[src/rtl/mem_port_requester.sv]
// Request front-end for a fixed-latency single-port memory: read credit control,
// write-after-read hazard stalls, and an in-order response FIFO.
module mem_port_requester #(
  parameter int unsigned WIDTH         = 8,
  parameter int unsigned ADDR_WIDTH    = 4,
  parameter int unsigned READ_LATENCY  = 2,
  parameter int unsigned WRITE_LATENCY = 1,
  parameter int unsigned RSP_DEPTH     = 4
) (
  input  logic                  i_clk,
  input  logic                  i_rst_n,
  input  logic                  i_req_valid,
  output logic                  o_req_ready,
  input  logic                  i_req_we,
  input  logic [ADDR_WIDTH-1:0] i_req_addr,
  input  logic [WIDTH-1:0]      i_req_wdata,
  output logic                  o_mem_en,
  output logic                  o_mem_we,
  output logic [ADDR_WIDTH-1:0] o_mem_addr,
  output logic [WIDTH-1:0]      o_mem_din,
  input  logic [WIDTH-1:0]      i_mem_dout,
  output logic                  o_rsp_valid,
  input  logic                  i_rsp_ready,
  output logic [WIDTH-1:0]      o_rsp_data
);

  localparam int unsigned PIPE_LEN = READ_LATENCY + 1;
  localparam int unsigned HAZ_LEN  = WRITE_LATENCY + 1;
  localparam int unsigned PTR_W    = $clog2(RSP_DEPTH);
  localparam int unsigned CNT_W    = PTR_W + 1;
  localparam int unsigned OUT_W    = $clog2(RSP_DEPTH + PIPE_LEN) + 1;

  logic [PIPE_LEN-1:0]                rd_pipe_q, rd_pipe_d;
  logic [HAZ_LEN-1:0]                 haz_vld_q, haz_vld_d;
  logic [HAZ_LEN-1:0][ADDR_WIDTH-1:0] haz_addr_q, haz_addr_d;
  logic [PTR_W-1:0]                   wr_ptr_q, wr_ptr_d;
  logic [PTR_W-1:0]                   rd_ptr_q, rd_ptr_d;
  logic [CNT_W-1:0]                   count_q, count_d;
  logic [WIDTH-1:0]                   mem_q [RSP_DEPTH];

  logic             hazard_c;
  logic             credit_ok_c;
  logic             req_ready_c;
  logic             issue_c;
  logic             rd_issue_c;
  logic             wr_issue_c;
  logic             push_c;
  logic             pop_c;
  logic [OUT_W-1:0] outstanding_c;

  // Acceptance: writes always go; reads need a free response slot and no pending write to the same address.
  // A pop in this cycle frees its slot immediately so a steady read stream runs at full rate.
  always_comb begin
    hazard_c      = 1'b0;
    outstanding_c = OUT_W'(count_q);
    for (int i = 0; i < int'(HAZ_LEN); i++) begin
      if (haz_vld_q[i] && (haz_addr_q[i] == i_req_addr)) hazard_c = 1'b1;
    end
    for (int i = 0; i < int'(PIPE_LEN); i++) begin
      outstanding_c = outstanding_c + OUT_W'(rd_pipe_q[i]);
    end
    pop_c       = (count_q != '0) && i_rsp_ready;
    push_c      = rd_pipe_q[PIPE_LEN-1];
    credit_ok_c = (outstanding_c - OUT_W'(pop_c)) < OUT_W'(RSP_DEPTH);
    req_ready_c = i_rst_n && (i_req_we || (!hazard_c && credit_ok_c));
    issue_c     = i_req_valid && req_ready_c;
    rd_issue_c  = issue_c && !i_req_we;
    wr_issue_c  = issue_c && i_req_we;
  end

  // Read-valid pipeline, write hazard window and FIFO bookkeeping.
  always_comb begin
    rd_pipe_d  = {rd_pipe_q[PIPE_LEN-2:0], rd_issue_c};
    haz_vld_d  = '0;
    haz_addr_d = '0;
    haz_vld_d[0]  = wr_issue_c;
    haz_addr_d[0] = wr_issue_c ? i_req_addr : '0;
    for (int i = 1; i < int'(HAZ_LEN); i++) begin
      haz_vld_d[i]  = haz_vld_q[i-1];
      haz_addr_d[i] = haz_addr_q[i-1];
    end
    wr_ptr_d = wr_ptr_q + PTR_W'(push_c);
    rd_ptr_d = rd_ptr_q + PTR_W'(pop_c);
    count_d  = count_q + CNT_W'(push_c) - CNT_W'(pop_c);
  end

  always_ff @(posedge i_clk or negedge i_rst_n) begin
    if (!i_rst_n) begin
      rd_pipe_q  <= '0;
      haz_vld_q  <= '0;
      haz_addr_q <= '0;
      wr_ptr_q   <= '0;
      rd_ptr_q   <= '0;
      count_q    <= '0;
    end else begin
      rd_pipe_q  <= rd_pipe_d;
      haz_vld_q  <= haz_vld_d;
      haz_addr_q <= haz_addr_d;
      wr_ptr_q   <= wr_ptr_d;
      rd_ptr_q   <= rd_ptr_d;
      count_q    <= count_d;
    end
  end

  // Storage needs no reset; only entries below the occupancy count are ever observed.
  always_ff @(posedge i_clk) begin
    if (push_c) mem_q[wr_ptr_q] <= i_mem_dout;
  end

  always_comb begin
    o_req_ready = req_ready_c;
    o_mem_en    = issue_c;
    o_mem_we    = wr_issue_c;
    o_mem_addr  = issue_c ? i_req_addr : '0;
    o_mem_din   = issue_c ? i_req_wdata : '0;
    o_rsp_valid = (count_q != '0);
    o_rsp_data  = (count_q != '0) ? mem_q[rd_ptr_q] : '0;
  end

endmodule

[config.mk]
export PLATFORM = sky130hd
export DESIGN_NAME = mem_port_requester
export DESIGN_NICKNAME = d
export VERILOG_FILES = /design/src/rtl/mem_port_requester.sv
export SDC_FILE = /design/constraint.sdc
export NUM_CORES = 1
export LEC_CHECK = 0
export CORE_ASPECT_RATIO = 1.75
export CORE_MARGIN = 1
export CORE_UTILIZATION = 35
export DETAILED_ROUTE_END_ITERATION = 7
export GPL_TIMING_DRIVEN = 0
export SLEW_MARGIN = 20
export SYNTH_ARGS = -nofsm -noshare
export SYNTH_HDL_FRONTEND = slang
export SYNTH_SLANG_ARGS = --single-unit
[constraint.sdc]
create_clock -name i_clk -period 7.3 [get_ports i_clk]
set_input_delay 2.19 -clock i_clk [delete_from_list [all_inputs] [get_ports i_clk]]
set_output_delay 2.19 -clock i_clk [all_outputs]
set_load 0.02 [all_outputs]
# Yosys cells after proc, flatten, opt, wreduce, memory -nomap -nowiden
# Memories as Yosys holds them, arrays and structs flattened.
# Cells that the tools add are included.
classes:
  addsub: 8
  magnitude_cmp: 1
  eq_ne: 2
  mux: 8
  n_reduce_logical: 12
ops:
  columns: ["op", "count"]
  rows:
  - ["8-bit two-way mux", 2]
  - ["4-bit by 1-bit adder with 4-bit output", 2]
  - ["4-bit == test", 2]
  - ["1-bit logical AND", 8]
  - ["4-bit two-way mux", 2]
  - ["2-bit by 1-bit adder with 2-bit output", 2]
  - ["3-bit by 1-bit adder with 4-bit output", 1]
  - ["4-bit by 3-bit < comparator with 1-bit output, second input constant", 1]
  - ["1-bit two-way mux", 4]
  - ["4-bit by 1-bit subtractor with 4-bit output", 1]
  - ["3-bit by 1-bit adder with 3-bit output", 1]
  - ["3-bit nonzero test", 1]
  - ["3-bit by 1-bit subtractor with 3-bit output", 1]
  - ["1-bit logical NOT", 2]
  - ["1-bit logical OR", 1]
word_totals:
  register_bits: 20
  mem_bits_rw: 32
  inputBits: 25
  output_inout_bits: 24
  word_cells: 39
  n_memories: 1
mem_list:
  columns: ["memory", "words", "word_bits", "read_ports", "rd_ports_with_merged_regs", "wr", "line_no", "rtl"]
  rows:
  - ["mem_q", 4, 8, 1, 0, 1, "39", "logic [WIDTH-1:0] mem_q [RSP_DEPTH];"]

# Depth between registers and ports, before layout
# Gate-level depths: netlist of run 1.
logic_depth:
  depth_word: 11
  depth_mapped: 11
  depth_no_buf: 10

# Least setup slack after synthesis of run 1
# Ideal clock, no wire load.
synth_path:
  path_kind: "input to output"
  from: "in i_rsp_ready"
  to: "out o_mem_addr[0]"
  arrival_ns: 4.445
  setup_slack_ns: 0.665
  cell_stages: 9
  path_buffers: 1
  cell_sequence: "nand2_1 > or2_2 > ha_1 > ha_1 > a31o_1 > nor3_2 > a311oi_2 > buf_6 > nor4_1"
synth_between:
  elab_chain_cells: 8
synth_lines:
  columns: ["item", "line_no", "rtl"]
  rows:
  - ["start, declared", "23", "input logic i_rsp_ready,"]
  - ["1-bit logical AND", "62", "pop_c = (count_q != '0) && i_rsp_ready;"]
  - ["4-bit by 1-bit subtractor with 4-bit output", "64", "credit_ok_c = (outstanding_c - OUT_W'(pop_c)) < OUT_W'(RSP_DEPTH);"]
  - ["4-bit by 3-bit < comparator with 1-bit output", "64", null]
  - ["1-bit logical AND", "65", "req_ready_c = i_rst_n && (i_req_we || (!hazard_c && credit_ok_c));"]
  - ["1-bit logical OR", "65", null]
  - ["1-bit logical AND", "65", null]
  - ["1-bit logical AND", "66", "issue_c = i_req_valid && req_ready_c;"]
  - ["4-bit two-way mux", "114", "o_mem_addr = issue_c ? i_req_addr : '0;"]
  - ["end, declared", "19", "output logic [ADDR_WIDTH-1:0] o_mem_addr,"]
# Every way passes these cells.

# Worst setup path in the final report of run 1
layout_path:
  from: "in i_rsp_ready"
  to: "out o_mem_din[4]"
layout_between:
  elab_chain_cells: 8
layout_lines:
  columns: ["item", "line_no", "rtl"]
  rows:
  - ["1-bit logical AND", "62", null]
  - ["4-bit by 1-bit subtractor with 4-bit output", "64", null]
  - ["4-bit by 3-bit < comparator with 1-bit output", "64", null]
  - ["1-bit logical AND", "65", null]
  - ["1-bit logical OR", "65", null]
  - ["1-bit logical AND", "65", null]
  - ["1-bit logical AND", "66", null]
  - ["8-bit two-way mux", "115", "o_mem_din = issue_c ? i_req_wdata : '0;"]
  - ["end, declared", "20", "output logic [WIDTH-1:0] o_mem_din,"]
# Every way passes these cells.

==> impl_metrics.yaml, run 1 <==
power:
  power.density_nw_per_um2: 338
  clkPwrFrac: 0.250
  leakage_nw: 1.22
  p_seq_frac: 0.357
  p_int_w: 0.000714
  combPwrFrac: 0.394
  finalPower_w: 0.00104
  power.switching_w: 0.000323
  ir_drop_uv: 135
  switching_share: 0.311
critical_path:
  critical_path_class: "in -> out"
  critPathMaxFanout: 10
  arrival_ns: 5.01
  required_ns: 5.11
  worst_setup_path_start_kind: "input pin"
  crit_path_end_kind: "output pin"
placement:
  dp_hpwl_um: 3120
  io_buffers: 48
  post_dp_cell_area_um2: 2930
  gp_congestion: 0.687
  dp_slack_ns: -0.207
synthesis:
  synth.avg_cell_area_um2: 15.1
  synthArstFlopShare: 0.385
  netlist_area_um2: 2340
  synth_seq_cells: 52
  yosys.cell_types.count: 29
  synth_edf_count: 32
  yosys_warnings: 0
  synthCells: 155
  ys_top_cells_by_area: "edfxtp_1, dfrtp_1, mux4_2, and2_1, nor4_1"
  ys.flop_type: "edfxtp_1"
  synth_top_area_frac: 0.411
  syn_nets: 188
  yosysSeqAreaShare: 0.625
  synth_top_area_cell: "edfxtp_1"
detailed_routing:
  ant_nets: 0
  routedWlPerCell_um: 13.6
  vias_per_cell: 4.78
  drt_first_iter_violations: 30
  vias: 1404
  drt_wl_total_um: 4000
  drc_errors: 0
  dr.pass1.iters: 4
clock_tree:
  tritoncts: "built"
  path_clk_slew_ns: 0.06
  cts_sinks: 52
  cts_hold_buf: 0
  htreeDepth: 2
  clk_latency_ns: 0.29
  cts_inserted_buffers: 5
  postCtsSetupBuffers: 0
  cts_buffer_depth: 2
  clock-root-buffer: "clkbuf_16"
finish:
  seqCellArea_um2: 1460
  mostFrequentLayoutCell: "clkdlybuf4s50_1"
  multi_input_area_um2: 816
  final_util: 0.473
  drive_above_1_share: 0.137
  antenna_cells: 0
  nets: 244
  area_delta_synth_final_pct: 31.4
  final_cell_mix: "clkdlybuf4s50_1, edfxtp_1, dfrtp_1"
  nFillCells: 587
  final_cell_area_um2: 3070
global_route:
  grt_use_total: 0.129
  grt_max_degree: 24
  grt_pass1_vias: 1442
  grt_overflow: 0
  grt_pass1_wl_um: 6640
  antenna_found_initial: 0
sta:
  fin_crit_sh: 0.987
  hold_viol_final: 0
  max_freq_ghz: 0.139
  grt_setup_unrepaired: "yes"
  tightestPinTransition_ns: 0.795
  finalSetupViolCount: 0
  skew_ns: 0.00507
  drv_slew: 0
  period_needed_ns: 7.20
  worst_slack_ns: 0.0977
  max_slew_margin: 0.468
  setup_tns_ns: 0
floorplan:
  io_pins: 49
  row_count: 39
  core_area_um2: 6490
  die_x_um: 63.8
  die_area_um2: 7020
  start_util: 0.360
  die_y_um: 110
run:
  max_cap_viol_count: 0
hold_path:
  min_path_type: "reg -> reg"
outcome:
  status: "finished clean"
per-layer routing:
metal	share of wire	track usage
met2	0.58	0.258
met3	0.045	0.0247
met4	0.027	0.0682
met5	0	0
met1	0.35	0.119
Yosys cell counts (all sizes together), types with 2 or more instances:
cell / count
fa: 2
dfrtp: 20
and3: 2
nor2: 2
nand2: 16
nand3: 3
mux4: 8
nor4b: 4
buf: 4
edfxtp: 32
ha: 6
and2: 13
xnor2: 8
inv: 5
nor4: 13
xor2: 5
clkbuf: 3
sequential cells by signal, indices dropped and copies added (netlist names):
name and flops:
haz_addr_q 4, rd_pipe_q 3, haz_vld_q 2, haz_addr_d 4
rd_ptr_q 2, mem_q 32, count_q 3, wr_ptr_q 2
what timing repair did:
action | CTS | global route
pin swaps | 0 | 0
endpoints found under the setup margin | 14 | 10
gates resized for setup | 14 | 6
worst paths after layout:
kind	to	slack [ns]	cells past startpoint	start
min in group asynchronous	rd_ptr_q[1]$_DFF_PN0_	1.85	1	i_rst_n
hold / removal	rd_pipe_q[1]$_DFF_PN0_	0.38	0	rd_pipe_q[0]$_DFF_PN0_
setup reg to reg	rd_pipe_q[0]$_DFF_PN0_	4.54	10	count_q[0]$_DFF_PN0_
setup / recovery	o_mem_din[4]	0.1	10	i_rsp_ready
max in group asynchronous	haz_addr_d[7]$_DFF_PN0_	5.12	1	i_rst_n
hold reg to reg	rd_pipe_q[1]$_DFF_PN0_	0.38	0	rd_pipe_q[0]$_DFF_PN0_
area by class of cell:
class / instances / area share
multi-input combinational: 91 / 0.266
buffer: 7 / 0.0151
tap: 82 / 0.0334
clock buffer: 6 / 0.0420
inverter: 5 / 0.00611
timing repair buffer: 49 / 0.149
sequential: 52 / 0.476
clock inverter: 2 / 0.0126
kinds of logic (layout without fill, tap and decap cells):
logic type      count (synthesis)  in the layout  synth area share
compound gates                  2              2            0.0102
xor+xnor                       13             13            0.0487
fa+ha+maj                       8              8            0.0493
buf+inv                        12             69            0.0278
flops                          52             52             0.625
mux                             9              9            0.0814
simple gates                   59             59             0.157
through the flow:
stage	instances	hold WS (ns)
after floorplan	155	0.355
after global placement	285	0.356
after detailed placement	286	0.371
after CTS	294	0.385
after global routing	294	0.401
final	294	0.382
worst max-delay path: stages:
cell and delay (ns):
clkdlybuf4s50_1 0.51, nand2_1 0.14, or2_2 0.32, ha_1 0.28, ha_1 0.29, a31o_1 0.20, a311oi_2 0.50, buf_6 0.21
nor4_1 0.05, dlygate4sd2_1 0.33
power groups by stage:
stage	logic, W	registers (W)	clock network [W]
2_1_floorplan	0.000281	0.000370	0
3_3_place_gp	0.000422	0.000374	0
3_5_place_dp	0.000425	0.000376	0
4_1_cts	0.000419	0.000370	0.000268
5_1_grt	0.000449	0.000374	0.000276
6_report	0.000408	0.000370	0.000259
(Power assumes the default switching activity.)
==> run 2, diff against run 1 <==
--- a/config.mk
+++ b/config.mk
@@ -5,11 +5,14 @@
 export SDC_FILE = /design/constraint.sdc
 export NUM_CORES = 1
 export LEC_CHECK = 0
+export ABC_CLOCK_PERIOD_IN_PS = 7300
 export CORE_ASPECT_RATIO = 1.75
 export CORE_MARGIN = 1
 export CORE_UTILIZATION = 35
+export CTS_BUF_LIST = sky130_fd_sc_hd__clkbuf_16
 export DETAILED_ROUTE_END_ITERATION = 7
 export GPL_TIMING_DRIVEN = 0
+export PLACE_DENSITY = 0.56
 export SLEW_MARGIN = 20
 export SYNTH_ARGS = -nofsm -noshare
 export SYNTH_HDL_FRONTEND = slang
==> run 2 against run 1 <==
Worst setup slack worse by 0.014 ns. Sequential power hardly changed. Global-route usage is 1.6 points higher. Critical path type unchanged. First-iteration DRC count is 17% lower.
==> impl_metrics.yaml, run 2 (same netlist as run 1, synthesis figures left out) <==
outcome:
  status: "finished clean"
finish:
  final_cell_mix: "clkdlybuf4s50_1, edfxtp_1, dfrtp_1"
  antenna_cells: 0
  final_util: 0.466
  area_delta_synth_final_pct: 29.4
  nets: 243
  drive_above_1_share: 0.142
  regMostFlops: "mem_q"
  mostFrequentLayoutCell: "clkdlybuf4s50_1"
  nFillCells: 583
  largest_reg_flops: 32
critical_path:
  path_delay_family: "buffers and inverters"
  required_ns: 5.11
  worst_setup_path_start_kind: "input pin"
  path_common_cell: "ha_1"
  slowest_delay_ns: 0.51
  crit_path_top_delay_cell: "clkdlybuf4s50_1"
  critical_path_class: "in -> out"
  crit_buf_inv: 3
  cp_cell_sequence: "clkdlybuf4s50_1, nand2_1, or2_2, ha_1, ha_1, a31o_1, a311oi_2, buf_6, nor4_1, dlygate4sd2_1"
  arrival_ns: 5.03
  crit_cells: 10
  crit_path_end_kind: "output pin"
  critPathMaxFanout: 10
  reg2regPathDepth: 10
run:
  max_cap_viol_count: 0
floorplan:
  io_pins: 49
  start_util: 0.360
  die_y_um: 110
  die_area_um2: 7020
  row_count: 39
  die_x_um: 63.8
  core_area_um2: 6490
sta:
  period_needed_ns: 7.22
  finalSetupViolCount: 0
  hold_viol_final: 0
  skew_ns: 0.00473
  tightestPinTransition_ns: 0.789
  holdWs_ns: 0.380
  grt_setup_unrepaired: "yes"
  drv_slew: 0
  fin_crit_sh: 0.989
  max_slew_margin: 0.472
  max_freq_ghz: 0.139
detailed_routing:
  drc_errors: 0
  drt_wl_total_um: 4370
  dr.pass1.iters: 4
  drt_first_iter_violations: 25
  vias: 1452
  ant_nets: 0
  routedWlPerCell_um: 14.9
  vias_per_cell: 4.96
power:
  power.density_nw_per_um2: 334
  leakage_nw: 1.19
  ir_drop_uv: 129
hold_path:
  min_path_type: "reg -> reg"
  min_path_cells: 0
global_route:
  grt_max_degree: 24
  grt_use_total: 0.145
  grt_overflow: 0
  grt_pass1_wl_um: 7470
  grt_pass1_vias: 1525
  antenna_found_initial: 0
clock_tree:
  clk_latency_ns: 0.29
  cts_sinks: 52
  cts_inserted_buffers: 5
  postCtsSetupBuffers: 0
  tritoncts: "built"
  cts_hold_buf: 0
  clock-root-buffer: "clkbuf_16"
  htreeDepth: 2
  path_clk_slew_ns: 0.06
  cts_buffer_depth: 2
placement:
  gp_congestion: 0.684
  io_buffers: 48
  dp_hpwl_um: 3330
==> run 2: layout make-up <==
cell class | instances | area (µm²) | share of cell area
multi-input combinational | 91 | 816 | 0.270
inverter | 5 | 18.8 | 0.00621
clock buffer | 5 | 125 | 0.0414
timing repair buffer | 48 | 439 | 0.145
clock inverter | 3 | 15.0 | 0.00496
tap | 82 | 103 | 0.0339
sequential | 52 | 1460 | 0.483
buffer | 7 | 46.3 | 0.0153
==> run 2: final timing paths <==
check	slack [ns]	endpoint	start
setup / recovery	0.08	o_mem_addr[0]	i_rsp_ready
hold / removal	0.38	rd_pipe_q[1]$_DFF_PN0_	rd_pipe_q[0]$_DFF_PN0_
setup reg to reg	4.51	rd_pipe_q[0]$_DFF_PN0_	count_q[0]$_DFF_PN0_
hold reg to reg	0.38	rd_pipe_q[1]$_DFF_PN0_	rd_pipe_q[0]$_DFF_PN0_
max in group asynchronous	5.12	haz_vld_q[1]$_DFF_PN0_	i_rst_n
min in group asynchronous	1.85	rd_ptr_q[1]$_DFF_PN0_	i_rst_n
==> run 2: metal layers <==
layer  up-vias  track usage  wire length [µm]
li1        677            -                 -
met1       713        0.132              1480
met2        51        0.280              2510
met3        11       0.0432               235
met4         0       0.0812               137
met5         -            0                 0
==> run 2: timing repair <==
| action | 4_1_cts | 5_1_grt |
|---|---|---|
| hold endpoints to repair | 0 | 0 |
| gates resized for setup | 14 | 15 |
| endpoints found under the setup margin | 14 | 10 |
==> run 2: per-stage QoR <==
| step | area (µm²) | total power, W | instances | worst slack (ns) | TNS [ns] |
|---|---|---|---|---|---|
| after floorplan | 2340 | 0.000651 | 155 | 0.665 | 0 |
| after global placement | 2920 | 0.000792 | 285 | -0.172 | -1.37 |
| after detailed placement | 2930 | 0.000812 | 285 | -0.215 | -2.06 |
| after CTS | 3050 | 0.00103 | 293 | 0.0699 | 0 |
| after global routing | 3020 | 0.00107 | 293 | -0.0544 | -0.244 |
| final | 3020 | 0.00101 | 293 | 0.0839 | 0 |
==> run 2: power by group <==
group | leakage (nW) | internal [W] | switching, W
Combinational | 0.570 | 0.000205 | 0.000213
Sequential | 0.548 | 0.000348 | 0.0000226
Clock | 0.0687 | 0.000125 | 0.0000976
